==> config.mk <==
export PLATFORM = sky130hd
export DESIGN_NAME = mips_mem_responder
export DESIGN_NICKNAME = d
export VERILOG_FILES = /design/src/rtl/mips_mem_responder.sv
export SDC_FILE = /design/constraint.sdc
export NUM_CORES = 1
export LEC_CHECK = 0
export BUFFER_PORTS_ARGS = -buffer_cell sky130_fd_sc_hd__buf_2
export CAP_MARGIN = 20
export CORE_UTILIZATION = 60
export CTS_BUF_LIST = sky130_fd_sc_hd__clkbuf_8 sky130_fd_sc_hd__clkbuf_16
export DETAILED_ROUTE_END_ITERATION = 8
export GPL_TIMING_DRIVEN = 1
export PLACE_DENSITY = 0.78
export REMOVE_ABC_BUFFERS = 1
export SLEW_MARGIN = 30
export SYNTH_ARGS = -nofsm -noshare
export SYNTH_HDL_FRONTEND = slang
export SYNTH_SLANG_ARGS = --single-unit
export TNS_END_PERCENT = 30
==> constraint.sdc <==
create_clock -name clk -period 2.79 [get_ports clk]
set_input_delay 0 -clock clk [delete_from_list [all_inputs] [get_ports clk]]
set_output_delay 0 -clock clk [all_outputs]
set_load 0.01 [all_outputs]
==> src/rtl/mips_mem_responder.sv <==
// Byte-wide program memory for a small MIPS core. After reset a loader
// streams the program image in through a valid/ready port (LOAD); once the
// image is in, the processor is released from reset and gets a simple
// synchronous read/write port onto the same array (RUN).
// Optional build macro: MIPS_MEM_BUSERR_EN adds a sticky bus_err output and
// rejects processor accesses whose upper address bits are nonzero.
module mips_mem_responder #(
  parameter int AWIDTH = 5,
  parameter int DWIDTH = 8
) (
  input  logic              clk,
  input  logic              rst,
  input  logic [DWIDTH-1:0] adr,
  input  logic [DWIDTH-1:0] writedata,
  input  logic              memread,
  input  logic              memwrite,
  output logic [DWIDTH-1:0] memdata,
  input  logic              load_valid,
  input  logic [DWIDTH-1:0] load_data,
  input  logic              load_last,
  output logic              load_ready,
  output logic              load_done,
  output logic              cpu_reset_n
`ifdef MIPS_MEM_BUSERR_EN
  ,
  output logic              bus_err
`endif
);

  typedef enum logic {LOAD, RUN} state_t;

  state_t            state_q, state_d;
  logic [AWIDTH-1:0] ptr_q;
  logic              rdy_q;
  logic [DWIDTH-1:0] mem [2**AWIDTH];

  logic              xfer;
  logic              mem_we;
  logic [AWIDTH-1:0] mem_waddr;
  logic [DWIDTH-1:0] mem_wdata;
  logic              rd_en;
  logic              addr_ok;
  logic [AWIDTH-1:0] cpu_idx;

  assign cpu_idx = adr[AWIDTH-1:0];

`ifdef MIPS_MEM_BUSERR_EN
  logic [DWIDTH-1:0] adr_hi;
  assign adr_hi  = adr >> AWIDTH;
  assign addr_ok = (adr_hi == '0);
`else
  // Upper address bits alias onto the array.
  logic adr_hi_unused;
  assign adr_hi_unused = |(adr >> AWIDTH);
  assign addr_ok       = 1'b1;
`endif

  // Next-state, handshake/status outputs and memory write-port steering.
  always_comb begin
    state_d     = state_q;
    load_ready  = 1'b0;
    load_done   = 1'b0;
    cpu_reset_n = 1'b0;
    xfer        = 1'b0;
    rd_en       = 1'b0;
    mem_we      = 1'b0;
    mem_waddr   = cpu_idx;
    mem_wdata   = writedata;
    case (state_q)
      LOAD: begin
        // rdy_q keeps load_ready low until the first edge after reset release.
        load_ready = rdy_q;
        xfer       = load_valid && rdy_q;
        if (xfer) begin
          mem_we    = 1'b1;
          mem_waddr = ptr_q;
          mem_wdata = load_data;
          if (load_last || (ptr_q == '1)) state_d = RUN;
        end
      end
      RUN: begin
        load_done   = 1'b1;
        cpu_reset_n = 1'b1;
        mem_we      = memwrite && addr_ok;
        rd_en       = memread && !memwrite;
      end
      default: state_d = LOAD;
    endcase
  end

  // FSM state, load pointer and post-reset ready qualifier.
  always_ff @(posedge clk or negedge rst) begin
    if (!rst) begin
      state_q <= LOAD;
      ptr_q   <= '0;
      rdy_q   <= 1'b0;
    end else begin
      state_q <= state_d;
      rdy_q   <= 1'b1;
      if (xfer) ptr_q <= ptr_q + 1'b1;
    end
  end

  // Memory array: single write port shared by loader and processor, no reset.
  always_ff @(posedge clk) begin
    if (mem_we) mem[mem_waddr] <= mem_wdata;
  end

  // Registered read data; holds when no read is performed.
  always_ff @(posedge clk or negedge rst) begin
    if (!rst) begin
      memdata <= '0;
    end else if (rd_en) begin
      memdata <= addr_ok ? mem[cpu_idx] : '0;
    end
  end

`ifdef MIPS_MEM_BUSERR_EN
  // Sticky error flag for out-of-range processor accesses.
  always_ff @(posedge clk or negedge rst) begin
    if (!rst) begin
      bus_err <= 1'b0;
    end else if ((state_q == RUN) && (memread || memwrite) && !addr_ok) begin
      bus_err <= 1'b1;
    end
  end
`endif

endmodule

# --- After elaboration in Yosys (flattened, before gate mapping) ---
# Memory sizes are Yosys's and may differ from the RTL's. A register that Yosys moved wholly into a read port is not among the register bits.
# Cells that the tools add are included.
word_totals:
  ramBits: 256
  reg_bits: 7
  latchBits: 0
  mem_count: 1
  rom_bits: 0
memory_table:
  columns: ["memory", "words", "width", "read_ports", "rd_ports_with_merged_regs", "write_ports", "line", "text"]
  rows:
  - ["mem", 32, 8, 1, 1, 1, "35", "logic [DWIDTH-1:0] mem [2**AWIDTH];"]
op_classes:
  n_mux: 15
  magnitude_cmp: 0
  n_eq_ne: 1
  reduce_logical: 5
  div_mod_pow: 0
  bitwise_logic: 1
  n_addsub: 1
  shift: 0
  mul: 0
op_table:
  columns: ["op", "count"]
  rows:
  - ["$mux 8", 2]
  - ["$mux 1", 10]
  - ["$mux 5", 2]
  - ["$add 5x1->5 const B", 1]
  - ["$eq 5x5->1 const B", 1]
  - ["$logic_and 1x1->1", 2]
  - ["$logic_not 1->1", 2]
  - ["$pmux 1 s2", 1]
  - ["$logic_or 1x1->1", 1]
  - ["$not 1->1", 1]

# --- Longest topological paths before layout ---
logic_depth:
  ltp_word: 5
  depth_mapped: 8

# --- Least setup slack after synthesis ---
# OpenSTA, ideal clock, no wires.
synth_timing:
  path_type: "reg-to-reg"
  start: "register state_q"
  end: "memory mem[20][0] (enable)"
  path_stages_with_launch: 6
  arrival_time_ns: 1.864
  path_slack_ns: 0.556
  synth_period_minus_slack_ns: 2.234
  t_required_ns: 2.420
  setup_ns: 0.370
  path_cell_list: "dfrtp_1 > nand3b_1 > clkbuf_1 > mux2i_1 > nand2_1 > nor2_1"
synth_between:
  elab_chain_cells: 4
synth_rtl:
  columns: ["element", "line", "text"]
  rows:
  - ["from (decl)", "32", "state_t state_q, state_d;"]
  - ["from (signal assigned)", "98", "state_q <= state_d;"]
  - ["$not 1->1", null, null]
  - ["$pmux 1 s2", "69", "case (state_q)"]
  - ["$mux 1", "106", "if (mem_we) mem[mem_waddr] <= mem_wdata;"]
  - ["$mux 1 (not written as such)", "106", null]
  - ["to (decl)", "35", null]
# Parallel ways exist; a longest one is shown, timed or not.

# --- Worst setup path in the final report ---
layout_timing:
  start: "register state_q"
  end: "memory mem[1][2] (enable)"
# The elaborated chain is that of the path after synthesis.

==> impl_metrics.py <==
metrics = {
    "status": {
        "status": "finished clean",
    },
    "timing": {
        "fmax_ghz": 0.419,
        "finalCriticalPeriod_ps": 2390,
        "clock_skew_ps": 27.5,
        "fin_crit_sh_pct": 85.5,
        "maxSlewViolCount": 0,
        "relSlewSlack_pct": 42.4,
        "rsz0062_at_grt": "no",
        "worst_pin_slew_ps": 861,
        "hold_violations": 0,
        "finalSetupTns_ps": 0,
        "finalWorstSetupSlack_ps": 403,
        "setup_viol": 0,
    },
    "floorplanning": {
        "start_util_pct": 61.3,
        "core-area_um2": 18000,
        "dieHeight_um": 138,
        "dieArea_um2": 19000,
        "die_x_um": 138,
        "fp-row-count": 49,
        "ios": 41,
    },
    "critical_path": {
        "r2r_start": "state_q$_DFF_PN0_",
        "regToRegSetupSlack_ps": 400,
        "criticalPathCategory": "flip-flop to flip-flop",
        "worstPathMaxFanout": 13,
        "reg2reg_depth": 5,
        "r2r_end": "mem[1][2]$_DFFE_PP_",
        "start_kind": "flip-flop",
        "critPathCaptureType": "flip-flop",
        "cp.arrival_ps": 2610,
        "required_ps": 3010,
    },
    "drt": {
        "wl_um": 22200,
        "drt_iter0_drc": 553,
        "detail_route.first_pass.iterations": 5,
        "wl_per_cell_um": 22.4,
        "vias": 6077,
        "viasPerCell": 6.14,
        "detail-route-antenna-nets": 0,
        "drc": 0,
    },
    "synthesis": {
        "netlist_instances": 655,
        "synth.avg_cell_area_um2": 16.9,
        "synth_cell_type_count": 41,
        "ys_ff_latch": 271,
        "synth_seq_area_share_pct": 73.0,
        "synth_warnings": 0,
        "netlist_area_um2": 11100,
    },
    "finish": {
        "nFillCells": 1154,
        "final_common_cell": "edfxtp_1",
        "final_nets": 773,
        "drive_above_1_share_pct": 19.5,
        "area.growth.synth_to_final_pct": 13.6,
        "mostFrequentLayoutCells": "edfxtp_1 (256), mux2i_1 (130), nand2_1 (55), buf_4 (52), buf_2 (36)",
    },
    "global_route": {
        "first_global_vias": 5966,
        "overflow": 0,
        "grt_usage_pct": 24.4,
        "grt_pass1_wl_um": 33300,
        "grt_max_degree": 53,
        "antenna_found_initial": 1,
    },
    "cts": {
        "cts_tree": "yes",
        "cts_root_buffer": "clkbuf_16",
        "cts_setup_buffers": 0,
        "clock_latency_ps": 530,
        "cts_made_buffers": 26,
        "hold_buffers": 4,
        "clock_tree.buffer_depth": 3,
        "clkTransAtPathRegs_ps": 60,
        "htree_levels": 1,
        "post_cts_resized": 0,
        "cts_sinks": 271,
    },
    "worst_hold_path": {
        "hold_start": "load_valid",
        "whs_endpoint": "ptr_q[4]$_DFFE_PN0P_",
        "hold_class": "input pin to flip-flop",
        "worstHoldPathCells": 6,
    },
    "placed_design": {
        "hpwl_um": 13800,
        "portBuffers": 37,
        "gp_congestion": 0.825,
        "preCtsSetupSlack_ps": 433,
    },
    "pwr": {
        "p_leak_uw": 0.00462,
        "peakVddDrop_mv": 0.471,
        "powerDensity_nw_per_um2": 686,
    },
    "run": {
        "drv_cap": 0,
    },
}
==> registers in the layout, indices dropped and copies added, names as in the netlist <==
name / count
mem: 256
rdy_q: 1
ptr_q: 5
state_q: 1
memdata: 8
==> kinds of logic (layout without fill, tap and decap cells) <==
group | Yosys count | after routing | share of synthesized area [%]
fa+ha+maj | 2 | 2 | 0.226
buf+inv | 36 | 140 | 2.52
other cells | 1 | 2 | 0.0339
compound gates | 103 | 103 | 7.90
flops | 271 | 271 | 73.0
xor+xnor | 3 | 3 | 0.238
mux | 132 | 132 | 12.0
simple gates | 107 | 107 | 4.13
==> worst max-delay path by stage <==
stage                       from              endpoint  cells past startpoint
2_1_floorplan  state_q$_DFF_PN0_   mem[0][0]$_DFFE_PP_                      5
3_3_place_gp   state_q$_DFF_PN0_  mem[21][3]$_DFFE_PP_                      5
3_5_place_dp   state_q$_DFF_PN0_  mem[22][3]$_DFFE_PP_                      5
4_1_cts        state_q$_DFF_PN0_  mem[25][2]$_DFFE_PP_                      5
5_1_grt        state_q$_DFF_PN0_   mem[3][3]$_DFFE_PP_                      6
6_report       state_q$_DFF_PN0_   mem[1][2]$_DFFE_PP_                      5
==> layer usage <==
layer | vias to the layer above | track usage, % | share of wire (%)
met5 | - | 0 | 0
met4 | 0 | 9.00 | 2.8
met3 | 46 | 3.79 | 7.1
met2 | 288 | 40.4 | 50
met1 | 2989 | 33.0 | 40
li1 | 2754 | - | -
==> critical path, stage by stage, from the launching register on <==
cell	delay, ps
dfrtp_1	460
nand3b_1	510
o22ai_1	370
nand2_1	350
nor2_1	210
buf_4	200
==> synth_stat cells (all sizes together) <==
library cell | count | area [um2]
edfxtp | 256 | 7690
mux2i | 130 | 1300
nand2 | 55 | 206
nor2 | 35 | 134
a22oi | 32 | 240
buf | 24 | 230
a21oi | 16 | 80.1
a221oi | 16 | 209
a22o | 16 | 140
dfrtp | 15 | 375
clkbuf | 12 | 48.8
o22ai | 9 | 56.3
o41ai | 8 | 108
nand2b | 4 | 25.0
nand3b | 4 | 30.0
o21ai | 3 | 15.0
xnor2 | 3 | 26.3
ha | 2 | 25.0
mux2 | 2 | 22.5
nor2b | 2 | 15.0
a32o | 1 | 10.0
and2 | 1 | 6.26
and2b | 1 | 10.0
and3 | 1 | 6.26
conb | 1 | 3.75
nand3 | 1 | 5.00
nand4 | 1 | 6.26
o21bai | 1 | 7.51
o31ai | 1 | 7.51
or2 | 1 | 6.26
or3 | 1 | 6.26
==> report_power, final <==
group          internal [uW]  switching (uW)  total (uW)
sequential              4540            59.5        4600
clock                   2050            1400        3450
combinational            213             355         568
total                   6790            1820        8610
==> metrics by stage <==
step	power [uW]	instances	util [%]	instance area, um2	hold WS (ps)
after detailed placement	5240	938	64.7	11700	-50.4
after global routing	8850	989	69.6	12600	69.0
after CTS	8640	988	69.6	12500	6.77
after floorplan	4970	619	-	10800	-296
final	8610	989	69.6	12600	19.2
after global placement	5210	938	64.7	11700	-72.3
==> area by class of cell <==
cell class	count	area, um2	share of cell area (%)
tap	229	287	2.28
antenna	1	2.50	0.0199
clock buffer	28	689	5.49
sequential	271	8060	64.2
clock inverter	18	159	1.27
multi-input combinational	348	2710	21.6
timing repair buffer	94	642	5.11
(Power assumes the default switching activity.)
